$ cat src/rtl/uart_pkg.sv
// Shared UART definitions: FSM state encoding (common with the TX side) and data-width decode.
package uart_pkg;

    typedef enum logic [2:0] {
        IDLE   = 3'd0,
        START  = 3'd1,
        DATA   = 3'd2,
        PARITY = 3'd3,
        STOP_1 = 3'd4,
        STOP_2 = 3'd5
    } state_t;

    // num_data encodes data bits as DATA_BITS_MIN + num_data
    localparam int DATA_BITS_MIN = 5;

endpackage

$ cat src/rtl/uart_rx_fsm_if.sv
// Receive-side output port: one byte plus error flags offered under a valid/ready handshake.
interface uart_rx_fsm_if #(
    parameter int DATA_W = 8
);
    // A byte transfers on any clock edge where valid and ready are both high.
    // The producer holds valid, data and flags stable until that transfer.
    logic              valid;
    logic              ready;
    logic [DATA_W-1:0] data;
    logic              parity_err;
    logic              frame_err;
    logic              overrun;

    modport master (
        output valid, data, parity_err, frame_err, overrun,
        input  ready
    );

    modport slave (
        input  valid, data, parity_err, frame_err, overrun,
        output ready
    );
endinterface

$ cat src/rtl/uart_rx_sampler.sv
// Oversampling tick counter: strobes at the mid-start point (half) or once per bit period (full).
module uart_rx_sampler #(
    parameter int OSR = 16
) (
    input  logic clk,
    input  logic rst,
    input  logic tick,
    input  logic clear,
    input  logic half,
    output logic strobe
);
    localparam int CW = $clog2(OSR);

    logic [CW-1:0] cnt;
    logic [CW-1:0] limit;

    assign limit  = half ? CW'(OSR / 2 - 1) : CW'(OSR - 1);
    assign strobe = tick & ~clear & (cnt == limit);

    always_ff @(posedge clk) begin
        if (rst || clear) begin
            cnt <= '0;
        end else if (tick) begin
            cnt <= strobe ? '0 : cnt + 1'b1;
        end
    end
endmodule

$ cat src/rtl/uart_rx_fsm.sv
// UART receive controller: start detect, 5..8 data bits LSB-first, optional even parity, 1/2 stop bits.
// Define RX_SYNC_EN to pass rx through a 2-flop synchronizer (adds 2 clk of line latency).
module uart_rx_fsm
    import uart_pkg::*;
#(
    parameter int OSR    = 16,
    parameter int DATA_W = 8
) (
    input  logic               clk,
    input  logic               rst,
    input  logic               tick,
    input  logic               rx,
    input  logic [1:0]         num_data,
    input  logic               parity,
    input  logic               stop_2,
    uart_rx_fsm_if.master      bus,
    output state_t             dbg_state
);
    localparam logic [2:0] S_IDLE   = 3'd0;
    localparam logic [2:0] S_START  = 3'd1;
    localparam logic [2:0] S_DATA   = 3'd2;
    localparam logic [2:0] S_PARITY = 3'd3;
    localparam logic [2:0] S_STOP_1 = 3'd4;
    localparam logic [2:0] S_STOP_2 = 3'd5;

    logic              rx_s;
    logic [2:0]        state;
    logic [2:0]        bit_cnt;
    logic [2:0]        last_bit;
    logic [1:0]        num_data_s;
    logic              parity_s;
    logic              stop_2_s;
    logic [DATA_W-1:0] shift;
    logic              par_err_r;
    logic              frm_err_r;
    logic              strobe;
    logic              done;
    logic              frame_next;
    logic              valid_q;
    logic [DATA_W-1:0] data_q;
    logic              perr_q;
    logic              ferr_q;
    logic              overrun_q;

`ifdef RX_SYNC_EN
    logic [1:0] sync;
    always_ff @(posedge clk) begin
        if (rst) sync <= 2'b11;
        else     sync <= {sync[0], rx};
    end
    assign rx_s = sync[1];
`else
    assign rx_s = rx;
`endif

    uart_rx_sampler #(.OSR(OSR)) u_sampler (
        .clk    (clk),
        .rst    (rst),
        .tick   (tick),
        .clear  (state == S_IDLE),
        .half   (state == S_START),
        .strobe (strobe)
    );

    assign last_bit   = 3'(DATA_BITS_MIN - 1) + {1'b0, num_data_s};
    assign done       = strobe & (((state == S_STOP_1) & ~stop_2_s) | (state == S_STOP_2));
    // A low level on either stop bit marks the frame bad
    assign frame_next = ((state == S_STOP_2) & frm_err_r) | ~rx_s;

    always_ff @(posedge clk) begin
        if (rst) begin
            state      <= S_IDLE;
            bit_cnt    <= '0;
            num_data_s <= '0;
            parity_s   <= 1'b0;
            stop_2_s   <= 1'b0;
            shift      <= '0;
            par_err_r  <= 1'b0;
            frm_err_r  <= 1'b0;
        end else if (tick) begin
            case (state)
                S_IDLE: begin
                    if (!rx_s) begin
                        state      <= S_START;
                        num_data_s <= num_data;
                        parity_s   <= parity;
                        stop_2_s   <= stop_2;
                        shift      <= '0;
                        bit_cnt    <= '0;
                        par_err_r  <= 1'b0;
                        frm_err_r  <= 1'b0;
                    end
                end
                S_START: if (strobe) state <= rx_s ? S_IDLE : S_DATA;
                S_DATA: begin
                    if (strobe) begin
                        shift[bit_cnt] <= rx_s;
                        bit_cnt        <= bit_cnt + 3'd1;
                        if (bit_cnt == last_bit) state <= parity_s ? S_PARITY : S_STOP_1;
                    end
                end
                S_PARITY: begin
                    if (strobe) begin
                        par_err_r <= (^shift) ^ rx_s;
                        state     <= S_STOP_1;
                    end
                end
                S_STOP_1: begin
                    if (strobe) begin
                        frm_err_r <= ~rx_s;
                        state     <= stop_2_s ? S_STOP_2 : S_IDLE;
                    end
                end
                S_STOP_2: if (strobe) state <= S_IDLE;
                default:  state <= S_IDLE;
            endcase
        end
    end

    // Output register: a new byte always wins; losing an unaccepted byte pulses overrun
    always_ff @(posedge clk) begin
        if (rst) begin
            valid_q   <= 1'b0;
            data_q    <= '0;
            perr_q    <= 1'b0;
            ferr_q    <= 1'b0;
            overrun_q <= 1'b0;
        end else begin
            overrun_q <= 1'b0;
            if (done) begin
                valid_q   <= 1'b1;
                data_q    <= shift;
                perr_q    <= par_err_r;
                ferr_q    <= frame_next;
                overrun_q <= valid_q & ~bus.ready;
            end else if (valid_q && bus.ready) begin
                valid_q <= 1'b0;
            end
        end
    end

    assign bus.valid      = valid_q;
    assign bus.data       = data_q;
    assign bus.parity_err = perr_q;
    assign bus.frame_err  = ferr_q;
    assign bus.overrun    = overrun_q;
    assign dbg_state      = state_t'(state);
endmodule

$ cat src/flat_wrapper.sv
// flat-port wrapper written by rule: the top's interface ports become plain ports
module uart_rx_fsm_flat import uart_pkg::*;
#(
    parameter int OSR    = 16,
    parameter int DATA_W = 8
)
  (clk, rst, tick, rx, num_data, parity, stop_2, dbg_state, bus_valid, bus_data, bus_parity_err, bus_frame_err, bus_overrun, bus_ready);
  uart_rx_fsm_if #(.DATA_W(DATA_W)) bus_i ();
  input  logic clk;
  input  logic rst;
  input  logic tick;
  input  logic rx;
  input  logic [1:0] num_data;
  input  logic parity;
  input  logic stop_2;
  output state_t dbg_state;
  output wire logic [$bits(bus_i.valid)-1:0] bus_valid;
  output wire logic [$bits(bus_i.data)-1:0] bus_data;
  output wire logic [$bits(bus_i.parity_err)-1:0] bus_parity_err;
  output wire logic [$bits(bus_i.frame_err)-1:0] bus_frame_err;
  output wire logic [$bits(bus_i.overrun)-1:0] bus_overrun;
  input wire logic [$bits(bus_i.ready)-1:0] bus_ready;
  assign bus_valid = bus_i.valid;
  assign bus_data = bus_i.data;
  assign bus_parity_err = bus_i.parity_err;
  assign bus_frame_err = bus_i.frame_err;
  assign bus_overrun = bus_i.overrun;
  assign bus_i.ready = bus_ready;
  uart_rx_fsm #(.OSR(OSR), .DATA_W(DATA_W)) u_core (.clk(clk), .rst(rst), .tick(tick), .rx(rx), .num_data(num_data), .parity(parity), .stop_2(stop_2), .bus(bus_i), .dbg_state(dbg_state));
endmodule
$ cat config.mk
export PLATFORM = sky130hd
export DESIGN_NAME = uart_rx_fsm_flat
export DESIGN_NICKNAME = d
export VERILOG_FILES = /design/src/rtl/uart_pkg.sv /design/src/rtl/uart_rx_fsm_if.sv /design/src/rtl/uart_rx_sampler.sv /design/src/rtl/uart_rx_fsm.sv /design/src/flat_wrapper.sv
export SDC_FILE = /design/constraint.sdc
export NUM_CORES = 1
export LEC_CHECK = 0
export CAP_MARGIN = 15
export CORE_AREA = 2 2 62 64
export DETAILED_ROUTE_END_ITERATION = 16
export DIE_AREA = 0 0 64 66
export HOLD_SLACK_MARGIN = 0.1
export PLACE_DENSITY = 0.85
export SYNTH_ARGS = -nofsm -noshare
export SYNTH_HDL_FRONTEND = slang
export SYNTH_SLANG_ARGS = --single-unit
$ cat constraint.sdc
create_clock -name clk -period 2.1 [get_ports clk]
set_input_delay 0.315 -clock clk [delete_from_list [all_inputs] [get_ports clk]]
set_output_delay 0.315 -clock clk [all_outputs]
set_load 0.02 [all_outputs]
==> flow_metrics.tcl <==
set metrics [dict create \
    power_density_nw_per_um2 615 \
    path_class "register to primary output" \
    via_per_inst 5.76 \
    grt_pass1_wl_um 6680 \
    die_x_um 64 \
    io_buffers 23 \
    grt_usage_pct 20.2 \
    first_global_vias 1512 \
    fmax_mhz 495 \
    dr.pass1.iters 4 \
    post-route-period-util_pct 96.1 \
    finalSetupViolations 0 \
    worstSkewPairLatency_ns 0.35 \
    syn-cell-area_um2 1900 \
    layout.nets 245 \
    maxCapViolCount 0 \
    synth-async-reset-ratio_pct 0 \
    peakVddDrop_mv 0.377 \
    syn_inst 203 \
    critPathSlowestCell "clkdlybuf4s50_1" \
    synth_top_area_share_pct 37.9 \
    antenna_found_initial 0 \
    start_util_pct 53.5 \
    place_hpwl_um 2910 \
    die_h_um 66 \
    status "finished, final reports clean" \
    start_kind "register" \
    slew_headroom_pct 65.2 \
    skew_ns 0.0126 \
    dr.max_layer_used "met4" \
    htree_levels 2 \
    ys_ff_latch 36 \
    drtIter0Drc 101 \
    synth_fp_nets 214 \
    yosysUniqueCellTypes 51 \
    avgSynthCellArea_um2 9.36 \
    rsz0062_at_grt "no" \
    met2_length_um 2030 \
    final_antenna_net_count 0 \
    cp_cell_sequence "clkdlybuf4s50_1" \
    worstSetupEndpointType "primary output" \
    slowest_delay_ns 0.70 \
    p_leak_nw 0.782 \
    wl_met3_um 208 \
    overflow 0 \
    critical-path-top-delay-family "buffers and inverters" \
    fin_total_pwr_w 0.00144 \
    numCtsBuffers 5 \
    wl_um 4000 \
    layout-drive-gt1-share_pct 19.6 \
    clockRootBuffer "clkbuf_4" \
    period_needed_ns 2.02 \
    routabilityCongestion 0.894 \
    clk_path_buf_depth 2 \
    synthTopCellsByArea "dfxtp_1, mux2i_1, a211oi_2, nor2_1, xnor2_1" \
    synth_warnings 0 \
    cts_tree "built" \
    ys_dominant_reg_cell "dfxtp_1" \
    fp-row-count 22 \
    routedWlPerCell_um 14.1 \
    drcViolationCount 0 \
    synth_edf_count 0 \
    arrival_ns 1.70 \
    hold_viol 0 \
    slew_viol_final 0 \
    crit_fanout 14 \
    core_area_um2 3550 \
    regToRegSetupSlack_ns 0.30 \
    cts_num_sinks 36 \
    setup_ws_ns 0.0814 \
    area_growth_pct 23.0 \
    crit_buf_inv 1 \
    tightest_slew_ns 0.522 \
    vias 1629 \
    dp_slack_ns 0.0606 \
    grt_start_max_net_pins 23 \
    wl_met1_um 1680 \
    yosysTopAreaCell "dfxtp_1" \
    die_area_um2 4220 \
    hold_path_class "register to register" \
    finalSetupTns_ns 0 \
    crit_required_ns 1.78 \
    yosysSeqAreaShare_pct 37.9 \
    io_pins 24 \
    antenna_cells 0 \
    path_clk_slew_ns 0.12 \
]
==> per-layer routing <==
metal / vias to the layer above / global-route usage (%)
met4: 0 / 7.07
met2: 56 / 35.7
met1: 773 / 23.5
met5: - / 0
li1: 793 / -
met3: 7 / 5.11
==> metrics by stage <==
step                hold slack (ns)  cell area (um2)  util (%)  cells
floorplan                     0.391             1900         -    203
global placement              0.469             2250      63.5    275
detailed placement            0.472             2250      63.5    275
CTS                           0.487             2330      65.7    283
global route                  0.506             2340      65.8    283
finish                        0.483             2340      65.8    283
==> sequential cells by signal (all words and copies together) (netlist names), 2 cells and up <==
signal / flops
u_core.bus.data: 8
u_core.shift: 8
u_core.u_sampler.cnt: 4
u_core.bit_cnt: 3
u_core.dbg_state: 3
u_core.num_data_s: 2
==> final cells by class <==
cell class	count	area (um2)
Fill cell	282	1210
Multi-Input combinational cell	146	1070
Sequential cell	36	723
Timing Repair Buffer	40	383
Tap cell	48	60.1
Clock inverter	3	42.5
Clock buffer	5	37.5
Inverter	5	18.8
==> power by group <==
group	switching, W	total (W)	internal [W]
Sequential	0.0000318	0.000730	0.000698
Combinational	0.000112	0.000215	0.000103
Clock	0.000242	0.000490	0.000248
Total	0.000386	0.00144	0.00105
==> final timing paths <==
| path | start | endpoint | cells past startpoint |
|---|---|---|---|
| min reg2reg | u_core.bus.valid | u_core.bus.overrun | 1 |
| max | u_core.dbg_state[1] | dbg_state[1] | 1 |
| min | u_core.bus.valid | u_core.bus.overrun | 1 |
| max reg2reg | u_core.dbg_state[1] | u_core.dbg_state[1] | 5 |
==> kinds of logic (layout without fill, tap and decap cells) <==
family,after synthesis,in the layout,synth area share (%)
compound gates,52,52,21.2
xor+xnor,14,14,6.46
fa+ha+maj,2,2,1.32
buf+inv,21,53,5.66
flops,36,36,37.9
mux,14,14,7.38
simple gates,64,64,20.0
==> synthesized netlist by cell type, types with 2 or more instances <==
cell and count:
dfxtp_1 36, a311oi_1 3, buf_4 3, mux2i_1 14
nand4b_1 2, a31oi_1 8, nand2_1 5, nor2_1 22
nor2b_1 4, buf_2 8, nand4_1 4, xnor2_1 9
a21oi_1 10, o31ai_1 2, inv_1 4, ha_1 2
clkbuf_1 3, a211oi_2 7, nand2b_1 7, o21ai_0 9
nor3b_1 2, xor2_1 5, nor3_1 6
==> timing repair <==
item                       in CTS  in global routing
buffers inserted                0                  0
setup endpoints to repair       0                  2
resized for setup               0                  2
hold buffers                    0                  0
==> cells in the final DEF (no fill, tap or decap), drive strengths merged, types with 2 or more instances in the layout <==
| master | count |
|---|---|
| xor2 | 5 |
| a311oi | 3 |
| a211oi | 7 |
| buf | 17 |
| nand4b | 2 |
| o31ai | 2 |
| nor3 | 8 |
| dfxtp | 36 |
| nor4 | 2 |
| nand4 | 4 |
| xnor2 | 9 |
| nand2b | 7 |
| ha | 2 |
| mux2i | 14 |
| clkdlybuf4s50 | 23 |
| clkbuf | 5 |
| nor2b | 4 |
| a31oi | 8 |
| inv | 5 |
| nand2 | 5 |
| nor2 | 22 |
| o21ai | 10 |
| a21oi | 11 |
| nor3b | 2 |
No activity file was read; power rests on OpenSTA's default activity.
